===== config.mk =====
export PLATFORM = sky130hd
export DESIGN_NAME = neural_network_seq
export DESIGN_NICKNAME = d
export VERILOG_FILES = /design/src/rtl/nn_seq_pkg.sv /design/src/rtl/nn_mac.sv /design/src/rtl/neural_network_seq.sv
export SDC_FILE = /design/constraint.sdc
export NUM_CORES = 1
export LEC_CHECK = 0
export CAP_MARGIN = 20
export CORE_MARGIN = 8
export CORE_UTILIZATION = 30
export CTS_BUF_LIST = sky130_fd_sc_hd__clkbuf_8
export DETAILED_ROUTE_END_ITERATION = 12
export SYNTH_ARGS = -nofsm -noshare
export SYNTH_HDL_FRONTEND = slang
export SYNTH_SLANG_ARGS = --single-unit

===== constraint.sdc =====
create_clock -name clk -period 5.6 [get_ports clk]
set_input_delay 1.68 -clock clk [delete_from_list [all_inputs] [get_ports clk]]
set_output_delay 1.68 -clock clk [all_outputs]
set_load 0.03 [all_outputs]

===== src/rtl/nn_seq_pkg.sv =====
// Shared types and arithmetic helpers for the layer-sequential inference engine.
package nn_seq_pkg;

  typedef enum logic [1:0] {IDLE, MAC, WB, FIN} state_t;

  // Headroom for NODES full-scale products, so the sum never wraps.
  function automatic int acc_width(input int data_w, input int nodes);
    return 2 * data_w + $clog2(nodes);
  endfunction

  // Arithmetic shift (floor) followed by clamp to the signed data_w range.
  function automatic logic signed [63:0] sat_shift(input logic signed [63:0] acc,
                                                   input int frac, input int data_w);
    logic signed [63:0] s, hi, lo;
    s  = acc >>> frac;
    hi = (64'sd1 <<< (data_w - 1)) - 64'sd1;
    lo = -(64'sd1 <<< (data_w - 1));
    if (s > hi) return hi;
    if (s < lo) return lo;
    return s;
  endfunction

endpackage


===== src/rtl/nn_mac.sv =====
// Signed multiply-accumulate with synchronous clear (clear wins over enable).
module nn_mac #(
  parameter int DATA_W = 8,
  parameter int ACC_W  = 18
) (
  input  logic              clk,
  input  logic              rst,
  input  logic              clr,
  input  logic              en,
  input  logic [DATA_W-1:0] a,
  input  logic [DATA_W-1:0] b,
  output logic [ACC_W-1:0]  acc
);

  logic signed [2*DATA_W-1:0] prod;
  assign prod = $signed(a) * $signed(b);

  always_ff @(posedge clk or posedge rst) begin
    if (rst)      acc <= '0;
    else if (clr) acc <= '0;
    else if (en)  acc <= acc + {{(ACC_W-2*DATA_W){prod[2*DATA_W-1]}}, prod};
  end

endmodule


===== src/rtl/neural_network_seq.sv =====
// Dense-layer inference engine: one shared MAC, ping-pong activation buffers,
// host-loaded weights/inputs and a registered result read port.
module neural_network_seq
  import nn_seq_pkg::*;
#(
  parameter int LAYERS    = 3,
  parameter int NODES     = 4,
  parameter int DATA_W    = 8,
  parameter int FRAC_BITS = 4,
  localparam int LW = (LAYERS > 1) ? $clog2(LAYERS) : 1,
  localparam int NW = (NODES > 1) ? $clog2(NODES) : 1
) (
  input  logic              clk,
  input  logic              rst,
  input  logic              start,
  input  logic [LAYERS-1:0] relu_mask,
  output logic              busy,
  output logic              done,
  input  logic              wr_weight_en,
  input  logic              wr_input_en,
  input  logic [LW-1:0]     wr_layer,
  input  logic [NW-1:0]     wr_node,
  input  logic [NW-1:0]     wr_src,
  input  logic [DATA_W-1:0] wr_data,
  input  logic [NW-1:0]     rd_addr,
  output logic [DATA_W-1:0] rd_data
);

  localparam int CW    = $clog2(NODES + 1);
  localparam int ACC_W = acc_width(DATA_W, NODES);

  state_t state, next_state;

  logic [LW-1:0]     layer;
  logic [NW-1:0]     neuron;
  logic [CW-1:0]     cnt;
  logic              pp;        // destination buffer select; source is ~pp
  logic [LAYERS-1:0] relu_q;
  logic              issue, mac_en, clr, wb;
  logic              last_neuron, last_layer;
  logic [NW-1:0]     idx;
  logic [DATA_W-1:0] rd_w, rd_x, y;
  logic [ACC_W-1:0]  acc;
  logic [63:0]       acc64;

  logic [DATA_W-1:0] w_mem [LAYERS][NODES][NODES];
  logic [DATA_W-1:0] x_mem [NODES];
  logic [DATA_W-1:0] buf0  [NODES];
  logic [DATA_W-1:0] buf1  [NODES];
  logic [DATA_W-1:0] r_mem [NODES];

  assign last_neuron = (neuron == NW'(NODES - 1));
  assign last_layer  = (layer == LW'(LAYERS - 1));
  assign idx         = cnt[NW-1:0];

  always_ff @(posedge clk or posedge rst) begin
    if (rst) state <= IDLE;
    else     state <= next_state;
  end

  always_comb begin
    next_state = state;
    busy       = 1'b0;
    done       = 1'b0;
    issue      = 1'b0;
    clr        = 1'b0;
    wb         = 1'b0;
    case (state)
      IDLE: if (start) begin
        next_state = MAC;
        clr        = 1'b1;
      end
      MAC: begin
        busy  = 1'b1;
        issue = (cnt < CW'(NODES));
        if (cnt == CW'(NODES)) next_state = WB;
      end
      WB: begin
        busy       = 1'b1;
        wb         = 1'b1;
        clr        = 1'b1;
        next_state = (last_neuron && last_layer) ? FIN : MAC;
      end
      FIN: begin
        done       = 1'b1;
        next_state = IDLE;
      end
      default: next_state = IDLE;
    endcase
  end

  // Schedule counters; accumulate trails issue by one cycle via mac_en.
  always_ff @(posedge clk or posedge rst) begin
    if (rst) begin
      layer  <= '0;
      neuron <= '0;
      cnt    <= '0;
      pp     <= 1'b0;
      relu_q <= '0;
      mac_en <= 1'b0;
    end else begin
      mac_en <= issue;
      if (state == IDLE && start) begin
        layer  <= '0;
        neuron <= '0;
        cnt    <= '0;
        pp     <= 1'b0;
        relu_q <= relu_mask;
      end else if (state == MAC) begin
        cnt <= cnt + 1'b1;
      end else if (wb) begin
        cnt <= '0;
        if (!last_neuron) begin
          neuron <= neuron + 1'b1;
        end else begin
          neuron <= '0;
          if (!last_layer) begin
            layer <= layer + 1'b1;
            pp    <= ~pp;
          end
        end
      end
    end
  end

  nn_mac #(.DATA_W(DATA_W), .ACC_W(ACC_W)) u_mac (
    .clk (clk),
    .rst (rst),
    .clr (clr),
    .en  (mac_en),
    .a   (rd_w),
    .b   (rd_x),
    .acc (acc)
  );

  always_comb begin
    acc64 = {{(64-ACC_W){acc[ACC_W-1]}}, acc};
    y     = DATA_W'(sat_shift(acc64, FRAC_BITS, DATA_W));
    if (relu_q[layer] && y[DATA_W-1]) y = '0;
  end

  // Host writes are locked out for the whole run; W/X/buffers have no reset.
  always_ff @(posedge clk) begin
    if (!busy && wr_weight_en && int'(wr_layer) < LAYERS &&
        int'(wr_node) < NODES && int'(wr_src) < NODES)
      w_mem[wr_layer][wr_node][wr_src] <= wr_data;
    if (!busy && wr_input_en && int'(wr_src) < NODES)
      x_mem[wr_src] <= wr_data;
    if (issue) begin
      rd_w <= w_mem[layer][neuron][idx];
      rd_x <= (layer == '0) ? x_mem[idx] : (pp ? buf0[idx] : buf1[idx]);
    end
    if (wb && !last_layer) begin
      if (pp) buf1[neuron] <= y;
      else    buf0[neuron] <= y;
    end
  end

  always_ff @(posedge clk or posedge rst) begin
    if (rst) begin
      for (int i = 0; i < NODES; i++) r_mem[i] <= '0;
      rd_data <= '0;
    end else begin
      if (wb && last_layer) r_mem[neuron] <= y;
      rd_data <= (int'(rd_addr) < NODES) ? r_mem[rd_addr] : '0;
    end
  end

endmodule


==> results of run 1 <==
[cells in the mapped netlist (all sizes together), types with 2 or more instances]
cell / number / share of area, %
a311o: 3 / 0.12
o31ai: 5 / 0.20
nand3b: 2 / 0.059
or2: 2 / 0.049
nand2: 158 / 2.3
a21boi: 2 / 0.059
fa: 56 / 4.4
edfxtp: 496 / 58
a211oi: 10 / 0.33
nand4: 8 / 0.20
nor4: 5 / 0.12
nor4bb: 2 / 0.078
ha: 58 / 2.8
dfrtp: 72 / 7.0
mux2i: 22 / 0.86
or3: 6 / 0.15
inv: 111 / 1.6
buf: 30 / 0.68
clkbuf: 36 / 0.53
nor3: 9 / 0.18
nor2b: 8 / 0.20
a21o: 8 / 0.23
o21a: 2 / 0.059
o21ai: 67 / 1.4
nand3: 16 / 0.31
and3: 5 / 0.12
nand2b: 7 / 0.17
o21bai: 4 / 0.12
xnor2: 16 / 0.55
and2: 46 / 1.1
nor2: 117 / 1.7
xor2: 7 / 0.24
a31oi: 35 / 0.85
mux4: 136 / 12
a21oi: 26 / 0.51
[flip-flops by register name (all words and copies together), names as in the netlist]
name	flops
rd_x	8
buf1	32
buf0	32
mac_en	1
pp	1
u_mac.acc	18
neuron	2
rd_data	8
relu_q	3
x_mem	32
cnt	3
state	2
rd_w	8
w_mem	384
layer	2
r_mem	32
[critical path, stage by stage, from the launching register on]
cell	delay, ns
edfxtp_1	0.47
and2_4	0.21
fa_1	0.49
inv_2	0.04
fa_1	0.51
inv_2	0.04
fa_1	0.55
inv_2	0.04
fa_1	0.51
inv_2	0.05
ha_4	0.29
o21ai_2	0.07
o21ai_2	0.17
nand4_1	0.15
a311oi_2	0.40
xnor2_2	0.18
ha_1	0.34
nand2_1	0.07
nor2_1	0.04
a211oi_2	0.23
o31ai_2	0.10
or2_0	0.20
mux2i_1	0.18
mux2i_1	0.20
[timing repair]
action,in CTS,in global routing
endpoints found under the setup margin,4,6
pin swaps,6,42
setup buffers,2,9
hold endpoints to repair,0,0
resized for setup,9,45
[routing by layer]
metal / wire, um / part of all wire, %
met3: 3290 / 5.8
met1: 25600 / 45
met5: 12 / 0.021
met2: 26800 / 47
met4: 1060 / 1.9
[final cells by class]
| class | instances | area (um2) | share of cell area (%) |
|---|---|---|---|
| repair buffers | 91 | 757 | 2.57 |
| clock buffers | 92 | 1270 | 4.29 |
| well taps | 1144 | 1430 | 4.85 |
| clock inverters | 66 | 453 | 1.54 |
| flip-flops and latches | 568 | 16700 | 56.6 |
| multi-input cells | 863 | 8460 | 28.7 |
| inverters | 112 | 420 | 1.43 |
[metrics by stage]
stage | std cells | area [um2] | hold slack, ns
final | 2936 | 29500 | 0.473
after global routing | 2936 | 29500 | 0.497
after CTS | 2925 | 29200 | 0.479
after detailed placement | 2765 | 27400 | 0.466
after global placement | 2765 | 27400 | 0.458
after floorplan | 1609 | 25600 | 0.445
[kinds of logic after synthesis]
family                     Yosys count  share of synthesized area (%)
buffers and inverters              178                           2.85
DFF                                568                           65.1
and+or+nand+nor                    395                           6.91
adders and majority gates          114                           7.20
xor gates and xnor gates            23                          0.786
AOI/OAI and AO/OA                  173                           4.31
muxes                              158                           12.8
[worst paths after layout]
path,startpoint,end,slack [ns],cells past startpoint
max,rd_w[3],u_mac.acc[17],-0.02,23
max reg2reg,rd_w[3],u_mac.acc[17],-0.02,23
max in group asynchronous,rst,r_mem[9],3.54,4
min in group asynchronous,rst,rd_data[5],1.22,2
min,r_mem[15],r_mem[15],0.47,2
min reg2reg,r_mem[15],r_mem[15],0.47,2
==> qor.yml, run 1 <==
synth:
  synth_edf_count: 496
  synth_cells: 1609
  yosysWarningCount: 0
  synth_top_flop_cell: "edfxtp_1"
  synth.distinct_cells: 60
  postSynth.asyncResetShare_pct: 12.7
  synth.cell_area_um2: 25600
  seq_area_frac_synth_pct: 65.1
  ys_ff_latch: 568
  syn-num-nets: 1747
  syn_avg_cell_area_um2: 15.9
route:
  drc: 0
  drtPass1Iterations: 5
  drt_iter0_markers: 1139
  ant_nets: 0
  viasPerCell: 4.77
  avgRoutedWirePerCell_um: 19.3
  via_count: 14000
  wl_um: 56700
global_route:
  overflow: 0
  met1_usage_pct: 16.3
  busiest_layer: "met2"
  grt_pass1_vias: 14700
  grt_usage_pct: 11.9
  gr-usage-met2_pct: 19.1
  grtUsageMet3_pct: 2.83
  grt_start_max_net_pins: 53
  grt_pass1_wl_um: 88400
  antenna_found_initial: 1
placement:
  io_buffer_count: 33
  place_ws_ns: -0.185
  hpwlAfterDp_um: 36200
  place.gp.congestion: 0.783
sta:
  finClkSkew_ns: 0.0451
  rsz0062_at_grt: "true"
  period_needed_ns: 5.62
  fmax_mhz: 178
  worst_slack_ns: -0.0245
  slew_viol_final: 0
  tns_ns: -0.0245
  worst_pin_slew_ns: 1.06
  setup_viol: 1
  timing.final.crit_share_pct: 100
  hold_viol: 0
  relSlewSlack_pct: 29.2
layout:
  antenna_cells: 0
  nFillCells: 8165
  drive_above_1_share_pct: 21.3
  final_core_utilization_pct: 34.7
  mostFrequentLayoutCell: "edfxtp_1"
  final_cell_mix: "496 x edfxtp_1, 157 x nand2_1, 136 x mux4_2, 127 x inv_1, 116 x nor2_1"
  area_growth_pct: 15.1
  nNetsFinal: 1862
critical_path:
  arrival_ns: 6.20
  end_kind: "register"
  critPathLaunchType: "register"
  crit_path_max_fanout: 5
  cp.required_ns: 6.17
  worst-setup-path-type: "register to register"
status:
  status: "finished, violations left"
  violations: "setup timing"
floorplan:
  ios: 34
  coreArea_um2: 84900
  die-area_um2: 95100
  die_w_um: 308
  initial_core_util_pct: 30.2
  fp-row-count: 107
  die_h_um: 308
min_path:
  worstHoldPathType: "register to register"
cts:
  clk_pin_slew_ns: 0.06
  cts-buffers-inserted: 88
  clockBufferDepth: 3
  htree_levels: 3
  cts.sinks: 568
  cts-root-buf: "clkbuf_8"
  clk_latency_ns: 0.70
  cts_tree: "done"
  cts.hold.buffers_added: 0
job:
  cap_violations: 0
Power of run 1 is left out: the tool's default activity adds up to more than one toggle a clock period on the data nets, which glitch-free logic cannot reach.
==> inputs of run 2 (changes only) <==
--- a/config.mk
+++ b/config.mk
@@ -10,6 +10,7 @@
 export CORE_UTILIZATION = 30
 export CTS_BUF_LIST = sky130_fd_sc_hd__clkbuf_8
 export DETAILED_ROUTE_END_ITERATION = 12
+export SLEW_MARGIN = 40
 export SYNTH_ARGS = -nofsm -noshare
 export SYNTH_HDL_FRONTEND = slang
 export SYNTH_SLANG_ARGS = --single-unit
==> constraint.sdc (replaced) <==
create_clock -name clk -period 6.7 [get_ports clk]
set_input_delay 2.01 -clock clk [delete_from_list [all_inputs] [get_ports clk]]
set_output_delay 2.01 -clock clk [all_outputs]
set_load 0.03 [all_outputs]
==> run 2 against run 1 <==
Net effect:
- the run now ends clean
- first-iteration DRC count decreased by 12%
- critical path type unchanged
- non-clock buffer count decreased by 46
- cell count decreased by 1.3%
- register-to-register slack improved by 0.66 ns
==> qor.yml, run 2 (synthesis gave the netlist of run 1 again) <==
cts:
  clockBufferDepth: 3
  cts.sinks: 568
  cts_tree: "done"
  cts-buffers-inserted: 91
  cts.hold.buffers_added: 0
  cts-resized-gates: 0
  cts-root-buf: "clkbuf_8"
  htree_levels: 3
  post_cts_buffers: 0
  clk_pin_slew_ns: 0.06
  clk_latency_ns: 0.68
sta:
  slew_viol_final: 0
  period_needed_ns: 6.06
  fmax_mhz: 165
  finClkSkew_ns: 0.0491
  hold_viol: 0
  worst_pin_slew_ns: 0.850
  timing.final.crit_share_pct: 90.5
  setup_viol: 0
  rsz0062_at_grt: "false"
  tns_ns: 0
  relSlewSlack_pct: 43.1
  worst_slack_ns: 0.637
layout:
  regArea_um2: 16700
  final_core_utilization_pct: 34.2
  final-instance-count-excl-fill: 2898
  nFillCells: 8223
  mostFrequentLayoutCell: "edfxtp_1"
  multi_input_area_um2: 8320
  final_cell_mix: "496 x edfxtp_1, 158 x nand2_1, 141 x inv_1, 136 x mux4_2, 96 x clkbuf_8"
  largest_reg_flops: 384
  nNetsFinal: 1819
  largest-register: "w_mem"
  area_growth_pct: 13.2
  drive_above_1_share_pct: 18.0
critical_path:
  critical_path.max_stage_delay_ns: 0.52
  path_buf_inv: 2
  rr_startpoint: "rd_w[3]"
  path_delay_family: "adder cells"
  cp.required_ns: 7.27
  end_kind: "register"
  crit_path_max_fanout: 8
  crit_top_cell: "ha_1"
  crit_chain: "and2_1 -> ha_1 -> fa_1 -> ha_1 -> inv_1 -> fa_1 -> inv_1 -> ha_1 -> fa_1 -> a21o_1 -> a21oi_1 -> o21bai_1 -> a21oi_1 -> o21ai_0 -> o311ai_0 -> ha_1 -> a21oi_1 -> nor2_1 -> a211oi_1 -> o31ai_1 -> or2_0 -> mux2i_1 -> mux2i_1"
  arrival_ns: 6.63
  cp_slowest_cell: "fa_1"
  cp-startpoint: "rd_w[3]"
  worst-setup-path-type: "register to register"
  critPathLaunchType: "register"
min_path:
  worstHoldPathType: "register to register"
  hp-start: "r_mem[18]"
route:
  drtPass1Iterations: 5
  ant_nets: 0
  via_count: 13900
  drt_iter0_markers: 1001
  viasPerCell: 4.79
  wl_um: 56600
  drc: 0
  avgRoutedWirePerCell_um: 19.5
floorplan:
  die-area_um2: 95100
  initial_core_util_pct: 30.2
  die_w_um: 308
  die_h_um: 308
  coreArea_um2: 84900
  fp-row-count: 107
  ios: 34
job:
  cap_violations: 0
placement:
  place_ws_ns: 0.642
  place.gp.congestion: 0.765
  io_buffer_count: 33
  hpwlAfterDp_um: 36200
  dp_cells: 2730
global_route:
  overflow: 0
  grt_start_max_net_pins: 67
  antenna_found_initial: 4
  grt_pass1_vias: 14700
  grt_usage_pct: 12.0
  grt_pass1_wl_um: 88600
status:
  status: "finished clean"
## run 2: cell count changes in the layout (fill, tap and decap cells not counted), moves of 8 or more
cell | before | now
buf_2 | 8 | 0
buf_4 | 52 | 17
ha_1 | 48 | 58
ha_4 | 8 | 0
inv_1 | 127 | 141
nor2_1 | 116 | 94
nor2_2 | 1 | 23
## run 2: path summary, 6_finish.rpt
kind	cells after the start	slack, ns	to
max in group asynchronous	3	4.12	layer[0]
hold reg to reg	2	0.48	r_mem[18]
setup reg to reg	23	0.64	u_mac.acc[17]
setup / recovery	23	0.64	u_mac.acc[17]
min in group asynchronous	2	1.75	state[1]
hold / removal	2	0.48	r_mem[18]
## run 2: area by class of cell
type                            count  area share [%]
Clock inverter                     68            1.27
Sequential cell                   568            57.6
Antenna cell                        2          0.0172
Clock buffer                       96            4.55
Timing Repair Buffer               45            1.51
Tap cell                         1144            4.93
Multi-Input combinational cell    863            28.7
Inverter                          112            1.46
## run 2: per-stage QoR
| stage | hold WS (ns) | area [um2] |
|---|---|---|
| finish | 0.479 | 29000 |
| global route | 0.499 | 29000 |
| CTS | 0.487 | 28900 |
| detailed placement | 0.461 | 27200 |
| global placement | 0.460 | 27100 |
| floorplan | 0.445 | 25600 |
## run 2: layer usage
metal | vias to the layer above | part of all wire, % | global-route usage, %
met5 | - | 0.048 | 0
met3 | 126 | 5.8 | 2.57
met2 | 426 | 46 | 18.8
li1 | 6208 | - | -
met4 | 4 | 2.9 | 4.37
met1 | 7128 | 45 | 16.3
## run 2: worst register-to-register path: stages (launching register included)
cell      delay, ns
edfxtp_1       0.51
and2_1         0.20
ha_1           0.31
fa_1           0.47
ha_1           0.29
inv_1          0.05
fa_1           0.52
inv_1          0.04
ha_1           0.23
fa_1           0.41
a21o_1         0.21
a21oi_1        0.23
o21bai_1       0.09
a21oi_1        0.22
o21ai_0        0.21
o311ai_0       0.40
ha_1           0.39
a21oi_1        0.21
nor2_1         0.07
a211oi_1       0.17
o31ai_1        0.11
or2_0          0.22
mux2i_1        0.21
mux2i_1        0.21
Power of run 2 is left out for the same reason.
==> inputs of run 3 (changes only) <==
--- a/config.mk
+++ b/config.mk
@@ -6,6 +6,7 @@
 export NUM_CORES = 1
 export LEC_CHECK = 0
 export CAP_MARGIN = 20
+export CORE_ASPECT_RATIO = 1.1
 export CORE_MARGIN = 8
 export CORE_UTILIZATION = 30
 export CTS_BUF_LIST = sky130_fd_sc_hd__clkbuf_8
==> run 3 against run 2 <==
Net effect:
- sequential cell count is the same
- cell count shrank 0.17%
- sequential share of layout area is essentially flat
- global-route usage shrank 0.13 points
- routed wire length shrank 0.82%
- largest cell class unchanged
==> qor.yml, run 3 (synthesis gave the netlist of run 1 again) <==
sta:
  fin_hold_ws_ns: 0.480
  timing.final.crit_share_pct: 89.8
  period_needed_ns: 6.02
  relSlewSlack_pct: 40.6
  tns_ns: 0
  finClkSkew_ns: 0.0521
  hold_viol: 0
  fmax_mhz: 166
  slew_viol_final: 0
  worst_pin_slew_ns: 0.888
  setup_viol: 0
  rsz0062_at_grt: "false"
route:
  via_count: 13700
  viasPerCell: 4.73
  drtPass1Iterations: 6
  ant_nets: 0
  wl_um: 56100
  drt_iter0_markers: 1022
  avgRoutedWirePerCell_um: 19.4
  drc: 0
status:
  status: "finished clean"
layout:
  multi_input_area_um2: 8300
  mostFrequentLayoutCell: "edfxtp_1"
  largest-register: "w_mem"
  nFillCells: 8097
  regArea_um2: 16700
  final_cell_mix: "496 x edfxtp_1, 158 x nand2_1, 137 x inv_1, 136 x mux4_2, 97 x nor2_1"
  nNetsFinal: 1823
  drive_above_1_share_pct: 18.3
  area_growth_pct: 13.1
  largest_reg_flops: 384
floorplan:
  die_w_um: 295
  fp-row-count: 112
  die_h_um: 323
  die-area_um2: 95100
  initial_core_util_pct: 30.2
  coreArea_um2: 84800
  ios: 34
critical_path:
  end_kind: "register"
  arrival_ns: 6.60
  critPathLaunchType: "register"
  cp.required_ns: 7.28
  worst-setup-path-type: "register to register"
  crit_path_max_fanout: 8
cts:
  cts_tree: "done"
  cts-buffers-inserted: 93
  cts-resized-gates: 0
  post_cts_buffers: 0
  cts-root-buf: "clkbuf_8"
  htree_levels: 3
  cts.sinks: 568
  clockBufferDepth: 3
  clk_pin_slew_ns: 0.06
  clk_latency_ns: 0.69
  cts.hold.buffers_added: 0
placement:
  io_buffer_count: 33
  hpwlAfterDp_um: 35900
  place.gp.congestion: 0.799
global_route:
  grt_usage_pct: 11.8
  overflow: 0
  antenna_found_initial: 1
  grt_start_max_net_pins: 68
  grt_pass1_wl_um: 87800
  grt_pass1_vias: 14600
job:
  cap_violations: 0
min_path:
  worstHoldPathType: "register to register"
run 3: layer usage:
metal  part of all wire (%)  GRT usage, %
met3                    4.7          2.25
met4                    1.8          3.25
met1                     45          15.8
met5                      0             0
met2                     49          19.7
run 3: per-stage QoR:
step                      util (%)  area (um2)  setup WS (ns)  std cells
final                         34.2       29000          0.685       2893
after global routing          34.2       29000          0.193       2893
after CTS                     34.1       28900          0.671       2890
after detailed placement      32.1       27200          0.669       2728
after global placement        32.0       27200          0.799       2727
after floorplan                  -       25600           1.11       1609
run 3: critical path: stages, from the launching register on:
cell and delay, ns:
edfxtp_1 0.49, and2_1 0.23, fa_1 0.53, inv_1 0.05
fa_1 0.53, inv_1 0.05, fa_1 0.47, inv_1 0.05
fa_1 0.47, inv_1 0.04, ha_1 0.33, a21oi_1 0.23
o21bai_1 0.09, a21oi_1 0.23, o21ai_0 0.20, o311ai_0 0.42
ha_1 0.39, a21oi_1 0.20, nor2_1 0.07, a211oi_1 0.18
o31ai_1 0.12, or2_0 0.21, mux2i_1 0.17, mux2i_1 0.20
run 3: worst paths after layout:
check / slack [ns] / endpoint / cells after the start / startpoint
setup / recovery: 0.68 / u_mac.acc[17] / 23 / rd_x[2]
hold / removal: 0.48 / r_mem[10] / 2 / r_mem[10]
min in group asynchronous: 1.77 / relu_q[2] / 2 / rst
hold reg to reg: 0.48 / r_mem[10] / 2 / r_mem[10]
setup reg to reg: 0.68 / u_mac.acc[17] / 23 / rd_x[2]
max in group asynchronous: 3.93 / r_mem[24] / 3 / rst
run 3: area by class of cell:
class	instances	share of cell area (%)
Inverter	112	1.45
Clock buffer	96	4.56
Timing Repair Buffer	47	1.52
Antenna cell	1	0.00863
Sequential cell	568	57.6
Clock inverter	66	1.29
Tap cell	1140	4.92
Multi-Input combinational cell	863	28.6
Power of run 3 is left out for the same reason.
